`config.mk`:
```
export PLATFORM = sky130hd
export DESIGN_NAME = camera_frame_reader
export DESIGN_NICKNAME = d
export VERILOG_FILES = /design/src/rtl/cam_pkg.sv /design/src/rtl/cam_word_fifo.sv /design/src/rtl/camera_frame_reader.sv
export SDC_FILE = /design/constraint.sdc
export NUM_CORES = 1
export LEC_CHECK = 0
export CAP_MARGIN = 15
export CORE_AREA = 2 2 137 105
export CTS_CLUSTER_SIZE = 25
export DETAILED_ROUTE_END_ITERATION = 16
export DIE_AREA = 0 0 139 107
export PLACE_DENSITY_LB_ADDON = 0.08
export SYNTH_ARGS = -nofsm -noshare
export SYNTH_HDL_FRONTEND = slang
export SYNTH_SLANG_ARGS = --single-unit
```
`constraint.sdc`:
```
create_clock -name HCLK -period 2.4 [get_ports HCLK]
set_clock_uncertainty 0.15 [all_clocks]
set_input_delay 0.24 -clock HCLK [delete_from_list [all_inputs] [get_ports HCLK]]
set_output_delay 0.24 -clock HCLK [all_outputs]
set_load 0.05 [all_outputs]
```
`src/rtl/cam_pkg.sv`:
```
// Shared types and geometry helpers for the camera frame reader.
package cam_pkg;
  typedef enum logic [1:0] {ST_IDLE, ST_REQ, ST_READ, ST_RELEASE} cam_state_e;

  localparam int R_W    = 5;
  localparam int G_W    = 6;
  localparam int B_W    = 5;
  localparam int PIX_W  = R_W + G_W + B_W;
  localparam int WORD_W = 2 * PIX_W;
  localparam int X_W    = 9;
  localparam int Y_W    = 8;

  // Two RGB565 pixels are packed per RAM word.
  function automatic int frame_words(input int w, input int h);
    return w * h / 2;
  endfunction
endpackage

```
`src/rtl/cam_word_fifo.sv`:
```
// 2-deep word FIFO between the RAM read port and the pixel unpacker.
module cam_word_fifo
  import cam_pkg::*;
(
  input  logic              HCLK,
  input  logic              HRESETn,
  input  logic              push,
  input  logic              pop,
  input  logic [WORD_W-1:0] wdata,
  output logic [WORD_W-1:0] rdata,
  output logic              full,
  output logic              empty,
  output logic [1:0]        count
);
  logic [WORD_W-1:0] mem [2];
  logic wptr, rptr;
  logic do_push, do_pop;

  assign do_pop  = pop && !empty;
  // A full FIFO may accept a push in the same cycle as a pop: the slot being
  // overwritten is the head, which is read combinationally before the edge.
  assign do_push = push && (!full || do_pop);

  always_ff @(posedge HCLK or negedge HRESETn) begin
    if (!HRESETn) begin
      mem[0] <= '0;
      mem[1] <= '0;
      wptr   <= 1'b0;
      rptr   <= 1'b0;
      count  <= 2'd0;
    end else begin
      if (do_push) begin
        mem[wptr] <= wdata;
        wptr      <= ~wptr;
      end
      if (do_pop) rptr <= ~rptr;
      count <= count + 2'(do_push) - 2'(do_pop);
    end
  end

  assign rdata = mem[rptr];
  assign full  = (count == 2'd2);
  assign empty = (count == 2'd0);
endmodule

```
`src/rtl/camera_frame_reader.sv`:
```
// Reads a captured frame out of the capture RAM and streams it as RGB565
// pixels with x/y position and frame markers.
module camera_frame_reader
  import cam_pkg::*;
#(
  parameter int FRAME_W = 320,
  parameter int FRAME_H = 240,
  parameter int AW      = 16
) (
  input  logic              HCLK,
  input  logic              HRESETn,
  input  logic              start,
  output logic              busy,
  output logic              done,
  output logic              frame_valid,
  input  logic              frame_ready,
  output logic [AW-1:0]     ram_raddr,
  input  logic [WORD_W-1:0] ram_rdata,
  output logic              pix_valid,
  input  logic              pix_ready,
  output logic [PIX_W-1:0]  pix_data,
  output logic [X_W-1:0]    pix_x,
  output logic [Y_W-1:0]    pix_y,
  output logic              pix_sof,
  output logic              pix_eol,
  output logic              pix_eof
);
  localparam int             WORDS     = frame_words(FRAME_W, FRAME_H);
  localparam logic [AW-1:0]  LAST_ADDR = AW'(WORDS - 1);
  localparam logic [X_W-1:0] X_LAST    = X_W'(FRAME_W - 1);
  localparam logic [Y_W-1:0] Y_LAST    = Y_W'(FRAME_H - 1);

  cam_state_e        state;
  logic              in_flight, fetch_done, half;
  logic              issue, beat, pop;
  logic              fifo_full, fifo_empty;
  logic [1:0]        fifo_count;
  logic [WORD_W-1:0] head;

  // At most two words are ever owned (in flight + buffered), so no word can
  // return into a full FIFO under back-pressure.
  assign issue = (state == ST_READ) && !fetch_done && !fifo_full &&
                 ({1'b0, fifo_count} + {2'b0, in_flight} < 3'd2);
  assign beat  = pix_valid && pix_ready;
  assign pop   = beat && half;

  cam_word_fifo u_fifo (
    .HCLK    (HCLK),
    .HRESETn (HRESETn),
    .push    (in_flight),
    .pop     (pop),
    .wdata   (ram_rdata),
    .rdata   (head),
    .full    (fifo_full),
    .empty   (fifo_empty),
    .count   (fifo_count)
  );

  assign busy      = (state != ST_IDLE);
  assign pix_valid = !fifo_empty;
  assign pix_data  = half ? head[WORD_W-1:PIX_W] : head[PIX_W-1:0];
  assign pix_sof   = pix_valid && (pix_x == '0) && (pix_y == '0);
  assign pix_eol   = pix_valid && (pix_x == X_LAST);
  assign pix_eof   = pix_eol && (pix_y == Y_LAST);

  always_ff @(posedge HCLK or negedge HRESETn) begin
    if (!HRESETn) begin
      state       <= ST_IDLE;
      frame_valid <= 1'b0;
      done        <= 1'b0;
      in_flight   <= 1'b0;
      fetch_done  <= 1'b0;
      half        <= 1'b0;
      ram_raddr   <= '0;
      pix_x       <= '0;
      pix_y       <= '0;
    end else begin
      done      <= 1'b0;
      in_flight <= issue;
      // Address saturates on the last word so it reads back as the final one fetched.
      if (issue) begin
        if (ram_raddr == LAST_ADDR) fetch_done <= 1'b1;
        else                        ram_raddr  <= ram_raddr + AW'(1);
      end
      if (beat) begin
        half <= ~half;
        if (pix_x == X_LAST) begin
          pix_x <= '0;
          pix_y <= (pix_y == Y_LAST) ? '0 : pix_y + Y_W'(1);
        end else begin
          pix_x <= pix_x + X_W'(1);
        end
      end
      case (state)
        ST_IDLE: if (start) begin
          state       <= ST_REQ;
          frame_valid <= 1'b1;
          ram_raddr   <= '0;
          fetch_done  <= 1'b0;
          half        <= 1'b0;
          pix_x       <= '0;
          pix_y       <= '0;
        end
        ST_REQ:  if (frame_ready) state <= ST_READ;
        ST_READ: if (beat && pix_eof) begin
          state       <= ST_RELEASE;
          frame_valid <= 1'b0;
        end
        ST_RELEASE: if (!frame_ready) begin
          state <= ST_IDLE;
          done  <= 1'b1;
        end
        default: state <= ST_IDLE;
      endcase
    end
  end
endmodule
```
==> impl_metrics.json, run 1 <==
{
  "outcome": "finished, final reports clean",
  "grt_start_max_net_pins": 55,
  "finalNetCount": 583,
  "final.period_utilization": 0.9532,
  "detailroute.via_count": 3732,
  "count_of_flip_flops_with_a_built_in_enable_after_synthesis": 0,
  "max_clock_freq_ghz": 0.4371,
  "core_area_um2": 13520,
  "effective_utilization_at_floorplan": 0.3937,
  "vdd_drop_max_mv": 0.7133,
  "combinationalPowerShare": 0.508,
  "clock_path_buffers": 2,
  "dr.first_iter.drc_count": 164,
  "io_buffers": 92,
  "grt_pass1_vias": 3708,
  "ioPinCount": 93,
  "std_cell_rows": 37,
  "syn_area_um2": 5321,
  "antennaDiodeCount": 0,
  "flow.area_growth_from_synthesis_pct": 29.11,
  "overflow": 0,
  "finalWirelength_um": 11500,
  "report.final.setup_viol": 0,
  "first_pass_detailed_route_iteration_total": 4,
  "fillers": 1240,
  "grtUsageTotal": 0.1619,
  "synth.distinct_cells": 57,
  "finish.instance_area_um2": 6870,
  "cts.root.buffer_cell": "clkbuf_16",
  "finalHoldViolCount": 0,
  "placedInstanceArea_um2": 6564,
  "yosys_most_used_dff": "dfrtp_1",
  "rr_endpoint": "ram_raddr[10]",
  "timing_worst_slew_pin_value_ns": 0.5144,
  "synth-seq-cells": 108,
  "finalMaxSlewViolations": 0,
  "net-switching-power_w": 0.003632,
  "number_of_antenna_violations_at_the_first_check_in_global_routing": 0,
  "worstSetupPathType": "flop to output port",
  "post_drt_via_cell_ratio": 5.234,
  "sw_frac_of_total": 0.4085,
  "sequential_to_total_area_share_from_yosys_stat": 0.5079,
  "setup-tns-final_ns": 0,
  "synthesis.instances": 428,
  "ys_warn_count": 0,
  "multi_input_comb_area_um2": 2491,
  "async_flop_share": 1.000,
  "replace_congestion": 0.7613,
  "cts_max_level": 3,
  "hold_path_class": "input port to async pin",
  "detailed_place_hpwl_um": 7930,
  "cp.required_ns": 2.01,
  "p_leak_nw": 2.934,
  "routedWlPerCell_um": 16.13,
  "cts_inserted_buffers": 9,
  "power_dens_cells_nw_per_um2": 1294,
  "numClockSinks": 108,
  "sequentialPowerShare": 0.330,
  "clkTransAtPathRegs_ns": 0.07,
  "post-route-drc-count": 0,
  "worstSetupEndpointType": "output port",
  "worstRegToRegCells": 5,
  "clk_latency_ns": 0.35,
  "detail-route-antenna-nets": 0,
  "sequential_cell_area_um2": 2703,
  "grt_first_pass_wirelength_um": 19200,
  "critPathMaxFanout": 6,
  "post_synth.cell_area_avg_um2": 12.43,
  "chipWidth_um": 139,
  "r2r_setup_slack_ns": 0.24,
  "timing.max_slew.rel_slack": 0.6560,
  "power_w": 0.008891,
  "rsz0062_at_grt": "no",
  "drive_gt1_frac": 0.2788,
  "crit_arrival_ns": 1.90,
  "syn_nets": 478,
  "final_util": 0.5082,
  "cts_tree": "built",
  "die_area_um2": 14870,
  "critPathLaunchType": "flop",
  "fin_crit_ns": 2.288,
  "drv.max_cap_violation_count": 0,
  "fp.dieH_um": 107,
  "regToRegStartpoint": "u_fifo.count[0]",
  "power.share.clock": 0.162,
  "cell_internal_pwr_w": 0.005259
}
==> registers in the layout (all words and copies together), names as in the netlist, 2 cells and up <==
register,count
pix_x,9
pix_y,8
ram_raddr,16
state,2
u_fifo.count,2
u_fifo.mem,64
==> how the worst max path moves through the flow <==
stage,startpoint,endpoint,slack (ns),cells past startpoint
2_1_floorplan,pix_x[1],pix_eof,-0.24,4
3_3_place_gp,pix_ready,u_fifo.mem[24],0.05,9
3_5_place_dp,pix_ready,u_fifo.mem[15],0.001,9
4_1_cts,state[1],busy,0.02,4
5_1_grt,pix_y[0],pix_eof,0.004,5
6_report,pix_y[0],pix_eof,0.11,5
==> kinds of logic (layout without fill, tap and decap cells) <==
family | Yosys count | count (layout) | share of synthesized area
AOI/OAI and AO/OA | 43 | 43 | 0.05973
xor gates and xnor gates | 11 | 11 | 0.01811
adders and majority gates | 13 | 13 | 0.03057
buffers and inverters | 36 | 146 | 0.03033
DFF | 108 | 108 | 0.5079
muxes | 90 | 90 | 0.2220
and+or+nand+nor | 127 | 127 | 0.1314
==> worst max-delay path: stages, from the launching register on <==
cell and delay [ns]:
dfrtp_1 0.43, ha_1 0.26, and3_1 0.27, and4b_2 0.28, and2_1 0.17, buf_12 0.15
==> cells in the mapped netlist, types with 2 or more instances <==
cell type  count  area share
a211oi_1       2      0.0028
a21oi_1       11       0.010
a31o_2         2      0.0033
a31oi_1        4      0.0047
a32o_1         2      0.0038
a41oi_1        2      0.0033
and2_1         6      0.0071
and3_1         6      0.0071
and4_1         2      0.0033
buf_2          6      0.0056
buf_6          2      0.0042
clkbuf_1       9      0.0063
dfrtp_1      108        0.51
ha_1          13       0.031
inv_1         17       0.012
mux2_2        64        0.14
mux2i_1       10       0.019
mux4_2        16       0.068
nand2_1       33       0.023
nand2b_1       7      0.0082
nand3_1       12       0.011
nand4_1        5      0.0059
nor2_1        18       0.013
nor2b_1        3      0.0035
nor3_1        10      0.0094
nor4_1         9       0.011
nor4_2         2      0.0047
o21ai_0        4      0.0038
o31ai_1        3      0.0042
or3_1          2      0.0024
or4_1          2      0.0028
or4bb_1        2      0.0042
xnor2_1        8       0.013
xor2_1         3      0.0049
==> metal layers <==
layer,track usage,wire (um)
met5,0,0
met4,0.04113,94
met3,0.04154,545
met2,0.2502,5304
met1,0.2291,5556
==> timing repair <==
item                       4_1_cts  5_1_grt
setup endpoints to repair        1        2
hold endpoints to repair        27        0
pin swaps                        1        0
gates resized for setup          1        2
hold buffers                     1        0
buffers inserted                 1        0
==> stage by stage <==
| step | setup slack (ns) | cells | hold slack (ns) |
|---|---|---|---|
| 2_1_floorplan | -0.2428 | 428 | -0.2056 |
| 5_1_grt | 0.004146 | 713 | 0.2734 |
| 4_1_cts | 0.01541 | 713 | 0.2450 |
| 3_5_place_dp | 0.001436 | 695 | 0.05851 |
| 3_3_place_gp | 0.05089 | 695 | 0.06068 |
| 6_report | 0.1124 | 713 | 0.2271 |
==> final cells by class <==
| type | instances | area share |
|---|---|---|
| flip-flops and latches | 108 | 0.3934 |
| multi-input cells | 284 | 0.3626 |
| repair buffers | 113 | 0.1617 |
| clock buffers | 10 | 0.03333 |
| well taps | 175 | 0.03187 |
| inverters | 17 | 0.009288 |
| clock inverters | 6 | 0.007831 |
==> cell usage in the layout (no fill, tap or decap), types with 3 or more instances in the layout <==
cell / n
nand3_1: 12
o21ai_0: 4
xnor2_1: 8
clkbuf_16: 9
buf_12: 6
nand4_1: 5
nor3_1: 9
nor2_1: 17
buf_4: 34
xor2_1: 3
nor4_1: 8
nor2b_1: 3
and2_1: 6
a31oi_1: 4
mux2i_1: 10
and3_1: 6
clkdlybuf4s50_1: 70
a21oi_1: 11
ha_1: 13
inv_6: 3
mux4_2: 16
mux2_2: 64
nand2_1: 33
nand2b_1: 7
inv_1: 17
dfrtp_1: 108
==> power groups by stage <==
| stage | Combinational [W] | Clock [W] | Sequential [W] |
|---|---|---|---|
| after global placement | 0.00451 | 0 | 0.00294 |
| after detailed placement | 0.00458 | 0 | 0.00297 |
| after CTS | 0.00460 | 0.00149 | 0.00294 |
| after global routing | 0.00483 | 0.00158 | 0.00303 |
| after floorplan | 0.00314 | 0 | 0.00304 |
| final | 0.00452 | 0.00144 | 0.00293 |
(Power assumes the default switching activity.)
==> inputs of run 2 (changes only) <==
GPL_TIMING_DRIVEN = 0   (was unset)
==> impl_metrics.json, run 2 (synthesis results as in run 1) <==
{
  "critical-path-top-delay-family": "buffers and inverters",
  "crit_buf_inv": 2,
  "replace_congestion": 0.8121,
  "hold_path_class": "input port to async pin",
  "critPathLaunchType": "flop",
  "hold-worst-slack_ns": 0.3063,
  "post-route-drc-count": 0,
  "finalNetCount": 582,
  "detailed_place_hpwl_um": 8537,
  "number_of_antenna_violations_at_the_first_check_in_global_routing": 0,
  "clk_latency_ns": 0.35,
  "setup-tns-final_ns": 0,
  "drv.max_cap_violation_count": 0,
  "fin_crit_ns": 2.295,
  "core_area_um2": 13520,
  "chipWidth_um": 139,
  "finalHoldViolCount": 0,
  "crit_arrival_ns": 1.91,
  "numClockSinks": 108,
  "power_dens_cells_nw_per_um2": 1300,
  "grt_first_pass_wirelength_um": 20040,
  "routedWlPerCell_um": 17.28,
  "dp_cells": 696,
  "vdd_drop_max_mv": 0.6890,
  "drive_gt1_frac": 0.2700,
  "cts_tree": "built",
  "timing_worst_slew_pin_value_ns": 0.6583,
  "top_regs": "u_fifo.mem (64), ram_raddr (16), pix_x (9)",
  "grtUsageTotal": 0.1728,
  "layout.cells.non_filler": 713,
  "cts_max_level": 3,
  "outcome": "finished, final reports clean",
  "clkTransAtPathRegs_ns": 0.07,
  "final.period_utilization": 0.9564,
  "detailroute.via_count": 3812,
  "io_buffers": 92,
  "fp.dieH_um": 107,
  "largest_register": "u_fifo.mem",
  "std_cell_rows": 37,
  "worstSetupEndpointType": "output port",
  "max_clock_freq_ghz": 0.4357,
  "detailedPlace.worstSlack_ns": -0.5374,
  "critical_path.max_stage_delay_ns": 0.71,
  "flow.area_growth_from_synthesis_pct": 29.04,
  "final_util": 0.5080,
  "post_drt_via_cell_ratio": 5.346,
  "grt_start_max_net_pins": 61,
  "finalMaxSlewViolations": 0,
  "rsz0062_at_grt": "no",
  "cts.root.buffer_cell": "clkbuf_16",
  "layout_common_cells": "dfrtp_1, clkdlybuf4s50_1, mux2_2",
  "number_of_flip_flops_under_the_largest_register_name": 64,
  "cp_cell_instances": "nor2_2, inv_1, clkdlybuf4s50_1",
  "clock_path_buffers": 2,
  "report.final.setup_viol": 0,
  "critPathMaxFanout": 5,
  "slowest_cell_on_the_critical_path": "clkdlybuf4s50_1",
  "layout_setup_ws_ns": 0.1047,
  "timing.max_slew.rel_slack": 0.5611,
  "cts_inserted_buffers": 9,
  "worstSetupPathType": "flop to output port",
  "dr.first_iter.drc_count": 145,
  "overflow": 0,
  "die_area_um2": 14870,
  "startpoint": "u_fifo.count[0]",
  "finalWirelength_um": 12320,
  "ioPinCount": 93,
  "regToRegStartpoint": "u_fifo.count[0]",
  "first_pass_detailed_route_iteration_total": 4,
  "mostFrequentLayoutCell": "dfrtp_1",
  "p_leak_nw": 2.919,
  "grt_pass1_vias": 3764,
  "detail-route-antenna-nets": 0,
  "effective_utilization_at_floorplan": 0.3937,
  "cp.required_ns": 2.01
}
run 2: layer usage:
metal | wire, um | track usage
met1 | 5980 | 0.2421
met2 | 5617 | 0.2695
met3 | 576 | 0.04154
met4 | 148 | 0.04978
met5 | 0 | 0
run 2: final cells by class:
class                   instances  area [um^2]
repair buffers                 96        909.6
flip-flops and latches        108         2706
clock inverters                 6        95.09
diodes                          1        2.502
fillers                      1215         6651
inverters                      17        63.81
multi-input cells             284         2521
plain buffers                  16        120.1
clock buffers                  10        229.0
well taps                     175        219.0
run 2: power by group:
group	internal (W)	switching, W	total [W]
Combinational	0.00181	0.00252	0.00434
Sequential	0.00252	0.000444	0.00296
Clock	0.000927	0.000704	0.00163
run 2: what timing repair did:
item,in CTS,in global routing
pin swaps,2,0
resized for setup,69,27
setup buffers,2,0
hold endpoints to repair,48,0
setup endpoints to repair,84,81
hold buffers,1,0
cloned,0,0
run 2: worst paths after layout:
path	endpoint	slack, ns	depth (start not counted)
setup / recovery	pix_valid	0.10	3
hold / removal	pix_y[6]	0.31	2
setup reg to reg	u_fifo.mem[39]	0.14	7
hold reg to reg	u_fifo.mem[21]	0.35	1
max in group asynchronous	u_fifo.mem[9]	1.06	3
min in group HCLK	done	0.32	2
run 2: metrics by stage:
stage	area (um^2)	power [W]
2_1_floorplan	5346	0.006180
3_3_place_gp	6486	0.007393
3_5_place_dp	6511	0.007501
4_1_cts	6847	0.009034
5_1_grt	6864	0.009430
6_report	6867	0.008927
